<file path="config.mk">
export PLATFORM = sky130hd
export DESIGN_NAME = mp_add_seq
export DESIGN_NICKNAME = d
export VERILOG_FILES = /design/src/rtl/mp_add_seq.sv
export SDC_FILE = /design/constraint.sdc
export NUM_CORES = 1
export LEC_CHECK = 0
export ABC_AREA = 0
export CORE_ASPECT_RATIO = 1.4
export CORE_UTILIZATION = 51
export DETAILED_ROUTE_END_ITERATION = 6
export PLACE_DENSITY_LB_ADDON = 0.3
export RECOVER_POWER = 50
export SYNTH_ARGS = -nofsm -noshare
export SYNTH_HDL_FRONTEND = slang
export SYNTH_SLANG_ARGS = --single-unit
</file>
<file path="constraint.sdc">
create_clock -name clk -period 4.65 [get_ports clk]
set_clock_uncertainty 0.05 [all_clocks]
set_input_delay 0.465 -clock clk [delete_from_list [all_inputs] [get_ports clk]]
set_output_delay 0.465 -clock clk [all_outputs]
set_load 0.005 [all_outputs]
</file>
<file path="src/rtl/mp_add_seq.sv">
// Multi-precision add/subtract sequencer. It drives one shared NBIT adder one word per
// cycle, from the least significant word to the most significant, and chains the carry
// through a register.
module mp_add_seq #(
    parameter int unsigned NBIT   = 16,
    parameter int unsigned NWORDS = 4
) (
    input  logic                     clk,
    input  logic                     rst,
    input  logic                     start,
    input  logic                     sub,
    input  logic                     ci,
    input  logic [NBIT*NWORDS-1:0]   a,
    input  logic [NBIT*NWORDS-1:0]   b,
    output logic [NBIT-1:0]          add_in1,
    output logic [NBIT-1:0]          add_in2,
    output logic                     add_c_in,
    input  logic [NBIT-1:0]          add_res,
    input  logic                     add_c_out,
    output logic                     busy,
    output logic                     done,
    output logic [NBIT*NWORDS-1:0]   sum,
    output logic                     co,
    output logic                     ovf
);

    localparam int unsigned IW   = (NWORDS > 1) ? $clog2(NWORDS) : 1;
    localparam int unsigned LAST = NWORDS - 1;

    typedef enum logic [1:0] {
        IDLE = 2'd0,
        RUN  = 2'd1,
        DONE = 2'd2
    } state_t;

    state_t                        state;
    logic [NWORDS-1:0][NBIT-1:0]   a_q;
    logic [NWORDS-1:0][NBIT-1:0]   b_q;
    logic [NWORDS-1:0][NBIT-1:0]   sum_q;
    logic [IW-1:0]                 idx;
    logic                          carry_q;

    // Adder operands come straight from the latched word slices and the carry register.
    assign add_in1  = a_q[idx];
    assign add_in2  = b_q[idx];
    assign add_c_in = carry_q;
    assign sum      = sum_q;

    always_ff @(posedge clk) begin
        if (rst) begin
            state   <= IDLE;
            idx     <= '0;
            carry_q <= 1'b0;
            a_q     <= '0;
            b_q     <= '0;
            sum_q   <= '0;
            co      <= 1'b0;
            ovf     <= 1'b0;
            busy    <= 1'b0;
            done    <= 1'b0;
        end else begin
            done <= 1'b0;
            case (state)
                IDLE, DONE: begin
                    if (start) begin
                        // Subtraction is a + ~b + 1, so the inversion and the forced carry happen at latch time.
                        a_q     <= a;
                        b_q     <= sub ? ~b : b;
                        carry_q <= sub | ci;
                        idx     <= '0;
                        sum_q   <= '0;
                        co      <= 1'b0;
                        ovf     <= 1'b0;
                        busy    <= 1'b1;
                        state   <= RUN;
                    end else begin
                        state <= IDLE;
                    end
                end
                RUN: begin
                    sum_q[idx] <= add_res;
                    carry_q    <= add_c_out;
                    if (idx == IW'(LAST)) begin
                        co    <= add_c_out;
                        ovf   <= (a_q[LAST][NBIT-1] == b_q[LAST][NBIT-1]) &&
                                 (add_res[NBIT-1] != a_q[LAST][NBIT-1]);
                        busy  <= 1'b0;
                        done  <= 1'b1;
                        state <= DONE;
                    end else begin
                        idx <= idx + IW'(1);
                    end
                end
                default: begin
                    state <= IDLE;
                    busy  <= 1'b0;
                end
            endcase
        end
    end

endmodule
</file>
### After elaboration in Yosys (flattened, before gate mapping)

Index checks and enable logic that the tools add are counted.

| word-level totals | value |
|---|---|
| input bits | 150 |
| logic and storage cells | 71 |
| output and inout bits | 101 |
| flip-flop bits (word level) | 201 |

| operators by class | value |
|---|---|
| reduce and logical (&&, ||, !) cells | 11 |
| add/subtract/negate cells | 1 |
| muxes and demuxes | 27 |
| equal/unequal tests | 8 |
| bitwise logic cells | 3 |
| $lt $le $gt $ge | 2 |

Operators by type and width:

| operator | count |
|---|---|
| 64-bit 2-to-1 mux | 2 |
| 64-bit one-hot mux with 2 select lines | 1 |
| 16-bit binary-select mux with 2-bit select | 2 |
| 64-bit bitwise mux | 1 |
| 64-bit inverter | 1 |
| 16-bit 2-to-1 mux | 3 |
| 16-bit demux with 2-bit select | 1 |
| 1-bit 2-to-1 mux | 8 |
| 1-bit one-hot mux with 2 select lines | 4 |
| 2-bit one-hot mux with 2 select lines | 2 |
| 2-bit 2-to-1 mux | 3 |
| 2-bit inequality test (second input constant) | 3 |
| 2-bit AND reduction | 3 |
| 3-bit AND reduction | 2 |
| 2-bit equality test (second input constant) | 2 |
| 2-bit OR reduction | 2 |
| 2-bit by 3-bit less-than comparator with 1-bit output (second input constant) | 1 |
| 2-bit by 1-bit adder with 2-bit output (second input constant) | 1 |
| 2-bit by 1-bit equality test with 1-bit output (second input constant) | 1 |
| 2-bit by 1-bit greater-or-equal comparator with 1-bit output (second input constant) | 1 |
| 1-bit logical AND | 2 |
| 2-bit logical NOT | 1 |
| 2-bit nonzero test | 1 |
| 1-bit equality test | 1 |
| 3 further kinds | 3 |

### Depth between registers and ports, before layout

Gate-level depths: netlist (run 1).

| depth | value |
|---|---|
| depth in word-level cells | 6 |
| depth in mapped cells | 9 |
| mapped depth without buffers | 5 |

### Least setup slack after synthesis (run 1)

No wires, ideal clock.

| timing | value |
|---|---|
| kind | register to register |
| start | register idx[0] |
| end | register sum_q, in the netlist sum[37] |
| stages on the path, launching flop included | 10 |
| buffers on the path | 4 |
| library setup time | 0.132 ns |
| data required time | 4.468 ns |
| data arrival time | 1.756 ns |
| period minus slack after synthesis | 1.938 ns |
| setup slack | 2.712 ns |
| path through | dfxtp_1 > buf_2 > buf_2 > inv_1 > ha_1 > and3b_1 > clkbuf_1 > buf_2 > nand2_1 > a21oi_1 |

| on the way | value |
|---|---|
| cells in the longest elaborated chain, start to end | 6 |
| elaborated cells between the ends (all ways) | 7 |

Ends and longest elaborated chain:

| item | line | text |
|---|---|---|
| start, declared | 40 | `logic [IW-1:0] idx;` |
| start signal, assigned | 91 | `idx <= idx + IW'(1);` |
| 2-bit by 3-bit less-than comparator with 1-bit output (implied by the code) or 2-bit by 1-bit greater-or-equal comparator with 1-bit output (tied branches) | 81 | `sum_q[idx] <= add_res;` |
| 1-bit logical AND (implied by the code) | 81 |  |
| 16-bit 2-to-1 mux (implied by the code) | 81 |  |
| 16-bit demux with 2-bit select (*) | 81 |  |
| 64-bit bitwise mux (*) | 81 |  |
| 64-bit one-hot mux with 2 select lines (*) | 63 | `case (state)` |
| end signal, assigned by index | 81 |  |
| end, declared | 39 | `logic [NWORDS-1:0][NBIT-1:0] sum_q;` |

Mark *: on every way between the ends. The rest lies on a longest branch, timed or not.
A chain may end at the register's enable or synchronous reset.

### Final worst setup path (run 1)

| timing | value |
|---|---|
| start | register idx[0] |
| end | output port add_in1[8] |

| on the way | value |
|---|---|
| cells in the longest elaborated chain, start to end | 2 |

Ends and longest elaborated chain:

| item | line | text |
|---|---|---|
| 16-bit binary-select mux with 2-bit select | 44 | `assign add_in1 = a_q[idx];` |
| 16-bit 2-to-1 mux (implied by the code) | 44 |  |
| end, declared | 15 | `output logic [NBIT-1:0] add_in1,` |

No other way between the ends. The select of a mux whose other input is x is not followed.

==> summary.txt, run 1 <==
Critical Path Slowest Stage Cell: dfxtp_1
VDD IR max: 0.0003162 V
Core ar.: 16100 µm²
largest cells by area after synthesis: dfxtp_1 48%, mux4_2 8.6%, nand2_1 7.9%
Critical Path Sink Type: output port
CP startpoint kind: flip-flop
Post-DP HPWL: 14480 µm
drt drc: 0
CP top delay family: flip-flops
area post-placement: 10810 µm²
max incr delay on CP: 1.10 ns
Antenna Nets Post-Route: 0
CTS tree: built
die footprint: 16980 µm²
Slew Limit Headroom: -51.00%
# resized after CTS: 0
RSZ-0062 raised after global routing: false
drt first pass iters: 4
net count of the finished layout: 1257
# setup viols final: 0
fmax: 0.2720 GHz
Worst Path Arrival: 3.16 ns
most frequent cells in the layout: 200 x dfxtp_1, 179 x clkdlybuf4s50_1, 177 x nand2_1, 117 x a21oi_1
vias in the first global route: 6988
postcts setup bufs: 0
grt total ovfl: 0
mapped cell area: 8392 µm²
Hold-fix buffers, CTS: 0
CTS clock-pin slew for the worst setup and hold paths: 0.06 ns
Max Buffers Root-to-Sink: 3
starting density of the core: 52.11%
crit-path max FO: 19
synth-to-layout area growth: 37.69%
drt wl/cell: 16.48 µm
number of port buffers: 250
Yosys reg bits: 201
initial antenna violation count: 1
register area: 4025 µm²
yosys warns: 0
fill count: 1211
Skew-Pair Late Insertion Delay: 0.48 ns
Max-Cap Viols: 1
crit-path cells: buf_4, mux4_2, clkdlybuf4s50_1
measured slew at the worst slew-check pin: 2.260 ns
Vias/cell: 5.442
1st-iter DRT viols: 450
Routed WL: 21670 µm
syn_area_per_cell: 9.262 µm²
Mapped Cells: 906
Die W: 110.4 µm
final slew viol count: 30
clock root buffer: clkbuf_16
share of layout cells above drive strength 1: 7.085%
footprint of the multi-input gates: 3946 µm²
failing checks: max-capacitance violations, max-slew violations
sequential share of the synthesized area: 47.95%
# rows: 55
post-synth top area share: 47.95%
critical path type: reg2out
most common cell after layout, fill and taps aside: dfxtp_1
leading area contributor after synthesis: dfxtp_1
period utilization: 79.07%
CP Data Required Time: 4.14 ns
Hold/Removal Path Class: reg2reg
CTS H-tree depth: 1
routability cong.: 0.8435
count of different cell masters after synthesis: 29
detailed-route via count: 7156
Synthesized Nets: 1061
Total Routing Usage GR: 25.08%
crit path buf inv count: 2
Die Height: 153.8 µm
Power Dens Cells: 372.2 nW/µm²
CTS Sinks: 201
final hold vios: 0
wire length of the first global-routing pass: 35010 µm
Final Instance Area: 11550 µm²
Tmin final: 3.677 ns
setup TNS: 0 ns
status: complete, but fails checks
largest net degree at the start of global routing: 128
I/O Pins: 251
Inserted Clock Buffers: 20
Pleak: 4.303 nW
per-layer routing:
metal	GRT usage, %	up-vias	part of all wire [%]
met4	10.86	0	3.9
met2	43.95	244	51
met3	4.178	52	5.3
met1	30.24	3345	40
li1	-	3515	-
met5	0	-	0
registers in the layout, indices dropped and copies added, names as in the netlist:
signal    cells
state         2
b_q          64
co            1
idx           2
ovf           1
busy          1
sum          64
a_q          64
done          1
add_c_in      1
synthesized netlist by cell type (all sizes together):
library cell	n
inv	2
clkbuf	26
o21ai	2
a21oi	117
nand2	177
nor2b	1
nor3	1
nand3b	6
or3b	1
buf	58
o21bai	1
a311oi	1
nor2	69
a22o	16
nand2b	3
nand3	51
dfxtp	201
nor3b	1
a211oi	64
a31oi	2
xnor2	64
mux4	32
ha	5
and3b	4
nor4bb	1
report_power, final:
group	switching (mW)	internal (mW)	leakage [nW]
Combinational	0.267	0.332	2.28
Clock	0.653	1.16	0.371
Sequential	0.0637	1.82	1.65
Total	0.984	3.32	4.30
path summary, 6_finish.rpt:
kind,slack [ns],from,end,depth (start not counted)
max reg2reg,1.05,state[0],b_q[31],4
max,0.97,idx[0],add_in1[8],3
min reg2reg,0.40,a_q[33],a_q[33],2
min,0.40,a_q[33],a_q[33],2
per-stage QoR:
step | power (mW) | instances | hold WS, ns | setup WS, ns | util, %
after detailed placement | 2.530 | 1279 | 0.3951 | 1.819 | 67.15
after global routing | 4.473 | 1315 | 0.4193 | 0.6613 | 71.76
after floorplan | 2.245 | 906 | 0.3831 | 2.712 | -
after CTS | 4.346 | 1314 | 0.4036 | 1.297 | 71.87
after global placement | 2.516 | 1279 | 0.3888 | 1.830 | 67.15
final | 4.300 | 1315 | 0.4012 | 0.9730 | 71.76
layout make-up:
| class | instances | area share [%] |
|---|---|---|
| well taps | 199 | 2.155 |
| clock buffers | 26 | 5.057 |
| clock inverters | 9 | 1.527 |
| multi-input cells | 619 | 34.15 |
| repair buffers | 258 | 22.19 |
| inverters | 2 | 0.06497 |
| diodes | 1 | 0.02166 |
| flip-flops and latches | 201 | 34.83 |
worst reg2reg max path: stages (launching register included):
cell      delay [ns]
dfxtp_1         0.46
nor2b_1         1.74
clkbuf_1        0.94
nor2_1          0.09
a211oi_1        0.24
kinds of logic after synthesis:
family | Yosys count | share of synthesized area (%)
xor+xnor | 64 | 6.680
flops | 201 | 47.95
fa+ha+maj | 5 | 0.7455
compound gates | 203 | 14.84
simple gates | 315 | 16.12
buf+inv | 86 | 5.084
mux | 32 | 8.588
Note: power is estimated with default switching activity, not from simulation.
==> run 2, diff against run 1 <==
--- a/config.mk
+++ b/config.mk
@@ -7,7 +7,7 @@
 export LEC_CHECK = 0
 export ABC_AREA = 0
 export CORE_ASPECT_RATIO = 1.4
-export CORE_UTILIZATION = 51
+export CORE_UTILIZATION = 47
 export DETAILED_ROUTE_END_ITERATION = 6
 export PLACE_DENSITY_LB_ADDON = 0.3
 export RECOVER_POWER = 50
==> constraint.sdc (replaced) <==
create_clock -name clk -period 3.65 [get_ports clk]
set_clock_uncertainty 0.05 [all_clocks]
set_input_delay 0.365 -clock clk [delete_from_list [all_inputs] [get_ports clk]]
set_output_delay 0.365 -clock clk [all_outputs]
set_load 0.005 [all_outputs]
==> summary.txt, run 2 (synthesized netlist as in run 1, its figures left out) <==
Die W: 114.9 µm (+4.1%)
Vias/cell: 5.322 (-2.2%)
critical path type: reg2out
wire length of the first global-routing pass: 34440 µm (-1.6%)
measured slew at the worst slew-check pin: 1.557 ns (-0.7031 ns)
Post-DP HPWL: 15160 µm (+4.7%)
number of port buffers: 250 (unchanged)
CTS H-tree depth: 1 (unchanged)
Finished Layout Cells: 1357 (+3.2%)
# setup viols final: 0 (unchanged)
Hold-fix buffers, CTS: 0 (unchanged)
Tmin final: 3.120 ns
share of layout cells above drive strength 1: 7.411% (+0.33 points)
CTS clock-pin slew for the worst setup and hold paths: 0.06 ns (about the same)
starting density of the core: 48.22% (-3.9 points)
vias in the first global route: 6963 (-0.36%)
Inst Count DP: 1320 (+3.2%)
most common cell after layout, fill and taps aside: dfxtp_1
crit path from: idx[0]
# rows: 57 (+3.6%)
area post-placement: 10900 µm² (+0.82%)
1st-iter DRT viols: 498 (+11%)
setup slack on the worst flop-to-flop path: 0.70 ns (-0.35 ns)
net count of the finished layout: 1261 (+0.32%)
# resized after CTS: 0 (unchanged)
period utilization: 85.47%
routability cong.: 0.7644 (-9.4%)
largest net degree at the start of global routing: 85 (-34%)
Max-Cap Viols: 1 (unchanged)
Routed WL: 21900 µm (+1.0%)
setup ws final: 0.5304 ns (-0.4426 ns)
fill count: 1442 (+19%)
CP Data Required Time: 3.23 ns (-0.91 ns)
CTS Sinks: 201 (unchanged)
Inserted Clock Buffers: 20 (unchanged)
status: complete, but fails checks
postcts setup bufs: 0 (unchanged)
Die Height: 160.1 µm (+4.1%)
Worst Path Arrival: 2.70 ns (-0.46 ns)
Antenna Nets Post-Route: 0 (unchanged)
Pleak: 4.297 nW (-0.14%)
Crit Reg-Reg Startpoint: state[0]
Skew-Pair Late Insertion Delay: 0.48 ns (about the same)
initial antenna violation count: 2 (+1)
R2R depth: 4 (unchanged)
drt first pass iters: 5 (+1)
VDD IR max: 0.0003062 V (-3.2%)
Final Instance Area: 11570 µm² (+0.11%)
footprint of the multi-input gates: 3949 µm² (about the same)
total chip power: 5.264 mW (+22%)
CTS tree: built
fmax: 0.3206 GHz
final hold vios: 0 (unchanged)
RSZ-0062 raised after global routing: false
Critical Path Sink: add_in2[12]
final slew viol count: 35 (+17%)
register area: 4026 µm² (about the same)
die footprint: 18400 µm² (+8.4%)
drt drc: 0 (unchanged)
worst hold margin: 0.3174 ns (-0.08379 ns)
drt wl/cell: 16.14 µm (-2.1%)
dpl ws: 1.121 ns (-0.6983 ns)
setup TNS: 0 ns (unchanged)
post-layout util: 66.47% (-5.3 points)
grt total ovfl: 0 (unchanged)
FF-to-FF End: a_q[15]
crit-path max FO: 15 (-4)
Max Buffers Root-to-Sink: 3 (unchanged)
failing checks: max-capacitance violations, max-slew violations
Critical Path Sink Type: output port
I/O Pins: 251 (unchanged)
detailed-route via count: 7222 (+0.92%)
Slew Limit Headroom: -4.293% (+47 points)
CP startpoint kind: flip-flop
Total Routing Usage GR: 23.47% (-1.6 points)
hold path start: rst
clock root buffer: clkbuf_16
Hold/Removal Path Class: in2reg
synth-to-layout area growth: 37.84%
Core ar.: 17400 µm² (+8.1%)
most frequent cells in the layout: 199 x dfxtp_1, 179 x clkdlybuf4s50_1, 177 x nand2_1, 117 x a21oi_1
Power Dens Cells: 455.1 nW/µm² (+22%)
## run 2: cell types whose count changed in the layout (fill, tap and decap cells not counted), moves of 3 or more
cell and delta:
buf_4 +3, clkbuf_1 +3, bufinv_16 -3, clkinv_2 +4
## run 2: layout make-up
cell class | instances | area share (%)
tap | 236 | 2.553
clock buffer | 28 | 5.116
antenna | 1 | 0.02163
clock inverter | 8 | 0.7788
sequential | 201 | 34.81
multi-input combinational | 619 | 34.14
inverter | 2 | 0.06490
timing repair buffer | 262 | 22.52
## run 2: per-layer routing
metal  global-route usage, %  routed length (µm)  vias up
li1                        -                   -     3535
met5                       0                   0        -
met1                   26.56                8324     3331
met3                   5.275                1617       58
met2                   41.59               11110      298
met4                   10.21                 849        0
## run 2: critical path, stage by stage (launching register included)
cell and delay [ns]:
dfxtp_2 0.70, clkbuf_1 0.48, mux4_2 0.59, clkdlybuf4s50_1 0.46
## run 2: how the worst min path moves through the flow
stage                    to  cells past startpoint
global route         idx[1]                      2
CTS                  idx[1]                      2
detailed placement  a_q[39]                      2
global placement    a_q[50]                      2
finish               idx[1]                      2
floorplan           a_q[32]                      2
## run 2: where the power goes
group | switching [mW] | total [mW] | internal, mW
clock network | 0.824 | 2.10 | 1.27
registers | 0.0789 | 2.40 | 2.32
logic | 0.341 | 0.767 | 0.427
total | 1.24 | 5.26 | 4.02
